$ cat config.mk
export PLATFORM = sky130hd
export DESIGN_NAME = div_unit
export DESIGN_NICKNAME = d
export VERILOG_FILES = /design/src/rtl/div_unit.sv
export SDC_FILE = /design/constraint.sdc
export NUM_CORES = 1
export LEC_CHECK = 0
export ABC_AREA = 1
export BUFFER_PORTS_ARGS = -buffer_cell sky130_fd_sc_hd__buf_2
export CORE_ASPECT_RATIO = 0.5
export CORE_UTILIZATION = 45
export CTS_CLUSTER_DIAMETER = 40
export CTS_CLUSTER_SIZE = 30
export DETAILED_ROUTE_END_ITERATION = 16
export PLACE_DENSITY_LB_ADDON = 0.2
export SYNTH_ARGS = -nofsm -noshare
export SYNTH_HDL_FRONTEND = slang
export SYNTH_SLANG_ARGS = --single-unit
$ cat constraint.sdc
create_clock -name clock -period 4.3 [get_ports clock]
set_input_delay 0.43 -clock clock [delete_from_list [all_inputs] [get_ports clock]]
set_output_delay 0.43 -clock clock [all_outputs]
set_load 0.01 [all_outputs]
$ cat src/rtl/div_unit.sv
// Multi-cycle restoring divider for DIV: one quotient bit per clock, quotient to LO, remainder to HI.
// Defining DIV_UNSIGNED_EN adds the is_unsigned input, which selects DIVU.
module div_unit #(
   parameter int WIDTH = 32,
   parameter int CNT_W = 6
) (
   input  logic             clock,
   input  logic             reset,
   input  logic             start,
`ifdef DIV_UNSIGNED_EN
   input  logic             is_unsigned,
`endif
   input  logic [WIDTH-1:0] a_in,
   input  logic [WIDTH-1:0] b_in,
   output logic             busy,
   output logic             done,
   output logic             div_zero,
   output logic [WIDTH-1:0] hi_out,
   output logic [WIDTH-1:0] lo_out
);

   // state | meaning
   // IDLE  | waiting for start; divide-by-zero is flagged from here
   // RUN   | one restoring shift-subtract step per clock
   // FIX   | apply result signs, publish HI/LO, pulse done
   typedef enum logic [1:0] {IDLE, RUN, FIX} state_t;

   state_t           state;
   logic [CNT_W-1:0] cnt;
   logic [WIDTH-1:0] dvd;
   logic [WIDTH-1:0] dvs;
   logic [WIDTH-1:0] rem;
   logic             neg_q;
   logic             neg_r;

   logic             uns;
   logic [WIDTH-1:0] a_abs;
   logic [WIDTH-1:0] b_abs;
   logic [WIDTH:0]   rem_sh;
   logic [WIDTH+1:0] diff;

`ifdef DIV_UNSIGNED_EN
   assign uns = is_unsigned;
`else
   assign uns = 1'b0;
`endif

   // |most-negative| wraps back to itself, which is exactly 2^(WIDTH-1) read as unsigned
   assign a_abs = (!uns && a_in[WIDTH-1]) ? (~a_in + 1'b1) : a_in;
   assign b_abs = (!uns && b_in[WIDTH-1]) ? (~b_in + 1'b1) : b_in;

   // One extra bit beyond the shifted remainder keeps the borrow unambiguous
   // when an unsigned divisor has its MSB set.
   assign rem_sh = {rem, dvd[WIDTH-1]};
   assign diff   = {1'b0, rem_sh} - {2'b00, dvs};

   always_ff @(posedge clock) begin
      if (reset) begin
         state    <= IDLE;
         cnt      <= '0;
         dvd      <= '0;
         dvs      <= '0;
         rem      <= '0;
         neg_q    <= 1'b0;
         neg_r    <= 1'b0;
         busy     <= 1'b0;
         done     <= 1'b0;
         div_zero <= 1'b0;
         hi_out   <= '0;
         lo_out   <= '0;
      end else begin
         done     <= 1'b0;
         div_zero <= 1'b0;
         case (state)
            IDLE: begin
               if (start) begin
                  if (b_in == '0) begin
                     div_zero <= 1'b1;
                  end else begin
                     dvd   <= a_abs;
                     dvs   <= b_abs;
                     rem   <= '0;
                     neg_q <= !uns && (a_in[WIDTH-1] ^ b_in[WIDTH-1]);
                     neg_r <= !uns && a_in[WIDTH-1];
                     cnt   <= CNT_W'(WIDTH - 1);
                     busy  <= 1'b1;
                     state <= RUN;
                  end
               end
            end
            RUN: begin
               if (diff[WIDTH+1]) begin
                  rem <= rem_sh[WIDTH-1:0];
                  dvd <= {dvd[WIDTH-2:0], 1'b0};
               end else begin
                  rem <= diff[WIDTH-1:0];
                  dvd <= {dvd[WIDTH-2:0], 1'b1};
               end
               if (cnt == '0) begin
                  state <= FIX;
               end else begin
                  cnt <= cnt - 1'b1;
               end
            end
            FIX: begin
               lo_out <= neg_q ? (~dvd + 1'b1) : dvd;
               hi_out <= neg_r ? (~rem + 1'b1) : rem;
               done   <= 1'b1;
               busy   <= 1'b0;
               state  <= IDLE;
            end
            default: begin
               state <= IDLE;
               busy  <= 1'b0;
            end
         endcase
      end
   end

endmodule
After elaboration in Yosys (flattened, before gate mapping)
Index checks and enable logic that the tools add are counted.
W data, S select, Z words.
{ "totals": {"ff_bits": 173, "inputBits": 67, "output_inout_bits": 67} }
{ "classes": {"addsub": 6, "eq_ne": 6, "mux": 25, "bitwise_logic": 9, "n_reduce_logical": 10} }
{ "ops": {"columns": ["op", "count"], "rows": [
  ["$mux W32", 9],
  ["$add A32 B1 Y32 const B", 4],
  ["$not A32 Y32", 4],
  ["$pmux W32 S2", 2],
  ["$sub A33 B32 Y34", 1],
  ["$logic_not A32 Y1", 1],
  ["$mux W6", 3],
  ["$pmux W6 S2", 1],
  ["$reduce_and A3 Y1", 4],
  ["$ne A2 B2 Y1 const B", 4],
  ["$logic_not A6 Y1", 1],
  ["$mux W2", 3],
  ["$sub A6 B1 Y6 const B", 1],
  ["$mux W1", 5],
  ["$not A1 Y1", 4],
  ["$pmux W2 S2", 1],
  ["$reduce_and A4 Y1", 1],
  ["$reduce_or A3 Y1", 1],
  ["$eq A2 B1 Y1 const B", 1],
  ["$eq A2 B2 Y1 const B", 1],
  ["$logic_not A2 Y1", 1],
  ["$pmux W1 S2", 1],
  ["$reduce_bool A2 Y1", 1],
  ["$xor A1 B1 Y1", 1]
]} }

Depth between registers and ports, before layout
{ "depth": {"word_depth": 6, "depth_mapped": 17} }

Worst setup path before layout
OpenSTA, ideal clock, no wires.
{ "synth_path": {"path_type": "register to register", "start": "reg rem[21]", "end": "reg rem[19]", "setup_time_ns": 0.143, "arrival_time_ns": 1.911, "required_ns": 4.157, "setup_slack_ns": 2.245, "stages_incl_launch_ff": 13, "path_buffers": 1, "period_less_slack_ns": 2.055, "path_cell_list": "dfxtp_1 > ha_1 > nand2_1 > inv_2 > nand2_1 > inv_2 > a21oi_1 > nor2_1 > nor2_2 > clkbuf_1 > nand3_1 > nand3_1 > a21oi_2"} }
{ "synth_between": {"elab_chain_len": 3} }
{ "synth_lines": {"columns": ["item", "line_no", "source"], "rows": [
  ["start: declaration", "32", "logic [WIDTH-1:0] rem;"],
  ["start signal: assignment", "93", "rem <= rem_sh[WIDTH-1:0];"],
  ["start signal: assignment", "96", "rem <= diff[WIDTH-1:0];"],
  ["$sub A33 B32 Y34", "55", "assign diff = {1'b0, rem_sh} - {2'b00, dvs};"],
  ["$mux W32", "92", "if (diff[WIDTH+1]) begin"],
  ["$pmux W32 S2", "74", "case (state)"]
]} }
No other way between the ends.
A chain may end at the register's enable or synchronous reset.

Worst setup path after layout
{ "layout_path": {"start": "reg rem[6]", "end": "reg rem[13]"} }
The elaborated chain is that of the path after synthesis.

==> results.toml <==
[job]
cap_viol_max_count = 0

[cts]
clockRootBuffer = "clkbuf_16"
worstSkewPairLatency_ns = 0.46
cts_tree = "done"
cts_max_path_buffers = 2
cts_made_buffers = 17
cts_resized = 0
cts.sinks = 173
cts_hold_buf = 0
cts_setup_buffers = 0
clkSlewWorstSetupHoldPaths_ns = 0.07
cts.htree.levels = 4

[worst_setup_path]
cp-end-kind = "register"
r2r-start = "rem[6]"
slowest_stage = "nand3_1"
r2r_end = "rem[13]"
cp_common_cell = "nand2_1"
reg2reg_depth = 14
cp_max_fo = 22
cp_cell_sequence = "ha_1, nand2_1, inv_1, nand2_1, nand2_1, inv_1, nand3_1, nand2_1, nand2_1, nand2_1, nand3_1, nor2_1, nor2_1, nor2_1"
slowest_delay_ns = 0.64
arrival_ns = 3.63
worstPathRequired_ns = 4.68
critPathLaunch = "rem[6]"
setup.worst_path.start_class = "register"
r2r_slack_ns = 1.05
path_class = "reg -> reg"

[global_route]
grt_pass1_wl_um = 66130
grt_max_degree = 73
grt_antenna_before_repair = 0
track_usage = 0.2861
grt_pass1_vias = 12300
grt-ovfl-total = 0

[sta]
rsz0062_at_grt = "false"
slew_violations = 0
worst_slew_pin_slew_ns = 0.8043
skew_ns = 0.01911
period_share = 0.7548
hold_viol_final = 0
fin_tns_setup_ns = 0
finalSetupViolations = 0
max_freq_mhz = 308.1
slew_headroom = 0.4625
period_needed_ns = 3.246

[power_and_ir_drop]
power_mw = 7.657
vdd_ir_drop_max_uv = 330.9
p_leak_nw = 7.412
power_density_nw_per_um2 = 531.1

[hold_path]
min_path_cells = 3
hold_path.startpoint = "b_in[0]"
min_to = "dvs[0]"
hold_path_class = "in -> reg"

[layout]
syn_to_final_growth_pct = 11.60
regArea_um2 = 3463
multi_input_area_um2 = 7845
drive_above_1_share = 0.1232
n_antenna_cell = 0
nets = 2325
final_cell_mix = "499 x nand2_1, 318 x inv_1, 260 x nor2_1"
final_common_cell = "nand2_1"
fillCellCount = 3037

[synthesis]
synth_edf_count = 0
async_reset_ff_frac = 0
syn_inst = 2134
ys_types = 49
synth.cell_area_um2 = 12920
syn_area_per_cell_um2 = 6.053
ys_ff_latch = 173
synth_flop_cell = "dfxtp_1"
syn_nets = 2240
synth.yosys.seq_area_share = 0.2681
yosysWarnings = 0

[placed_design]
hpwl_um = 32570
io_buffers = 133
globalplace.congestion = 0.9713

[routing]
routed_via_density = 5.239
drtPass1Iterations = 6
ant_nets = 0
post_drt_wl_per_cell_um = 16.02
vias = 13690
wl_um = 41870
dr.first_iter.drc_count = 1390
drc = 0

[die]
die_height_um = 121.8
ioPinCount = 134
row_count = 43
die_x_um = 241.6
die_area_um2 = 29430
core_um2 = 27980
start_util = 0.4617

[run_status]
status = "finished, final reports clean"
## cell usage after synthesis, types with 8 or more instances
cell	count	area [µm²]
xor2_1	62	543.0
nor3_1	29	145.1
inv_1	319	1197
nand2_2	31	193.9
a21oi_2	32	280.3
dfxtp_1	173	3463
nand4_1	24	150.1
xnor2_1	14	122.6
nand2_1	499	1873
o211ai_1	8	60.06
inv_2	9	33.78
a21oi_1	115	575.6
o22ai_1	17	106.4
or2_2	9	56.30
ha_1	38	475.5
o21ai_1	16	80.08
nand3_1	196	980.9
buf_2	13	65.06
nand3b_1	9	67.56
nor2_1	262	983.4
clkbuf_1	49	183.9
buf_1	9	33.78
nor4_1	10	62.56
o21ai_0	136	680.7
## layout make-up
cell class,instances,area share
clock inverters,14,0.01363
multi-input cells,1553,0.5442
inverters,330,0.08627
flip-flops and latches,173,0.2402
clock buffers,18,0.03046
well taps,382,0.03315
repair buffers,144,0.05207
## state kept, by name, summed over array words and instances (netlist names)
register  cells
hi_out       32
state         2
dvs          32
rem          32
done          1
cnt           6
div_zero      1
dvd          32
neg_r         1
busy          1
lo_out       32
neg_q         1
## critical path, delay by kind of cell (launching register included)
kind	cells	cell delay [ns]
AND/OR/NAND/NOR	11	2.25
flip-flops	1	0.48
adder cells (fa/ha/maj)	1	0.34
buffers and inverters	2	0.10
## report_power, final
group | internal, mW | total (mW) | leakage, nW | switching [mW]
logic | 1.26 | 4.00 | 5.70 | 2.74
clock network | 0.953 | 1.69 | 0.305 | 0.736
registers | 1.76 | 1.96 | 1.41 | 0.199
## per-stage QoR
stage | instance area [µm²] | setup slack, ns | hold WS, ns | utilization | cells
after floorplan | 12920 | 2.245 | 0.4256 | - | 2134
after global placement | 13780 | 1.209 | 0.4602 | 0.4926 | 2582
after detailed placement | 13780 | 1.176 | 0.4613 | 0.4926 | 2582
after CTS | 14420 | 1.162 | 0.2737 | 0.5153 | 2614
after global routing | 14420 | 0.6950 | 0.2984 | 0.5153 | 2614
final | 14420 | 1.054 | 0.2887 | 0.5153 | 2614
## kinds of logic after synthesis
| family | Yosys count | synth area share |
|---|---|---|
| adders and majority gates | 39 | 0.03836 |
| buffers and inverters | 408 | 0.1257 |
| AOI/OAI and AO/OA | 348 | 0.1522 |
| and+or+nand+nor | 1090 | 0.3641 |
| xor gates and xnor gates | 76 | 0.05153 |
| DFF | 173 | 0.2681 |
## worst max path at each step
stage              end  slack, ns  depth (start not counted)
6_report       rem[13]       1.05                         14
5_1_grt         rem[8]       0.69                         14
4_1_cts         rem[9]       1.16                         14
3_5_place_dp    rem[9]       1.18                         14
3_3_place_gp   rem[14]       1.21                         14
2_1_floorplan  rem[19]       2.25                         12
## metal layers
metal	part of all wire	track usage	routed length, µm	vias up
met5	0	0	0	-
met4	0.023	0.07962	946	0
met3	0.076	0.05838	3174	61
met2	0.43	0.4544	18210	449
met1	0.47	0.3934	19540	6212
li1	-	-	-	6972
No activity file was read; power rests on OpenSTA's default activity.
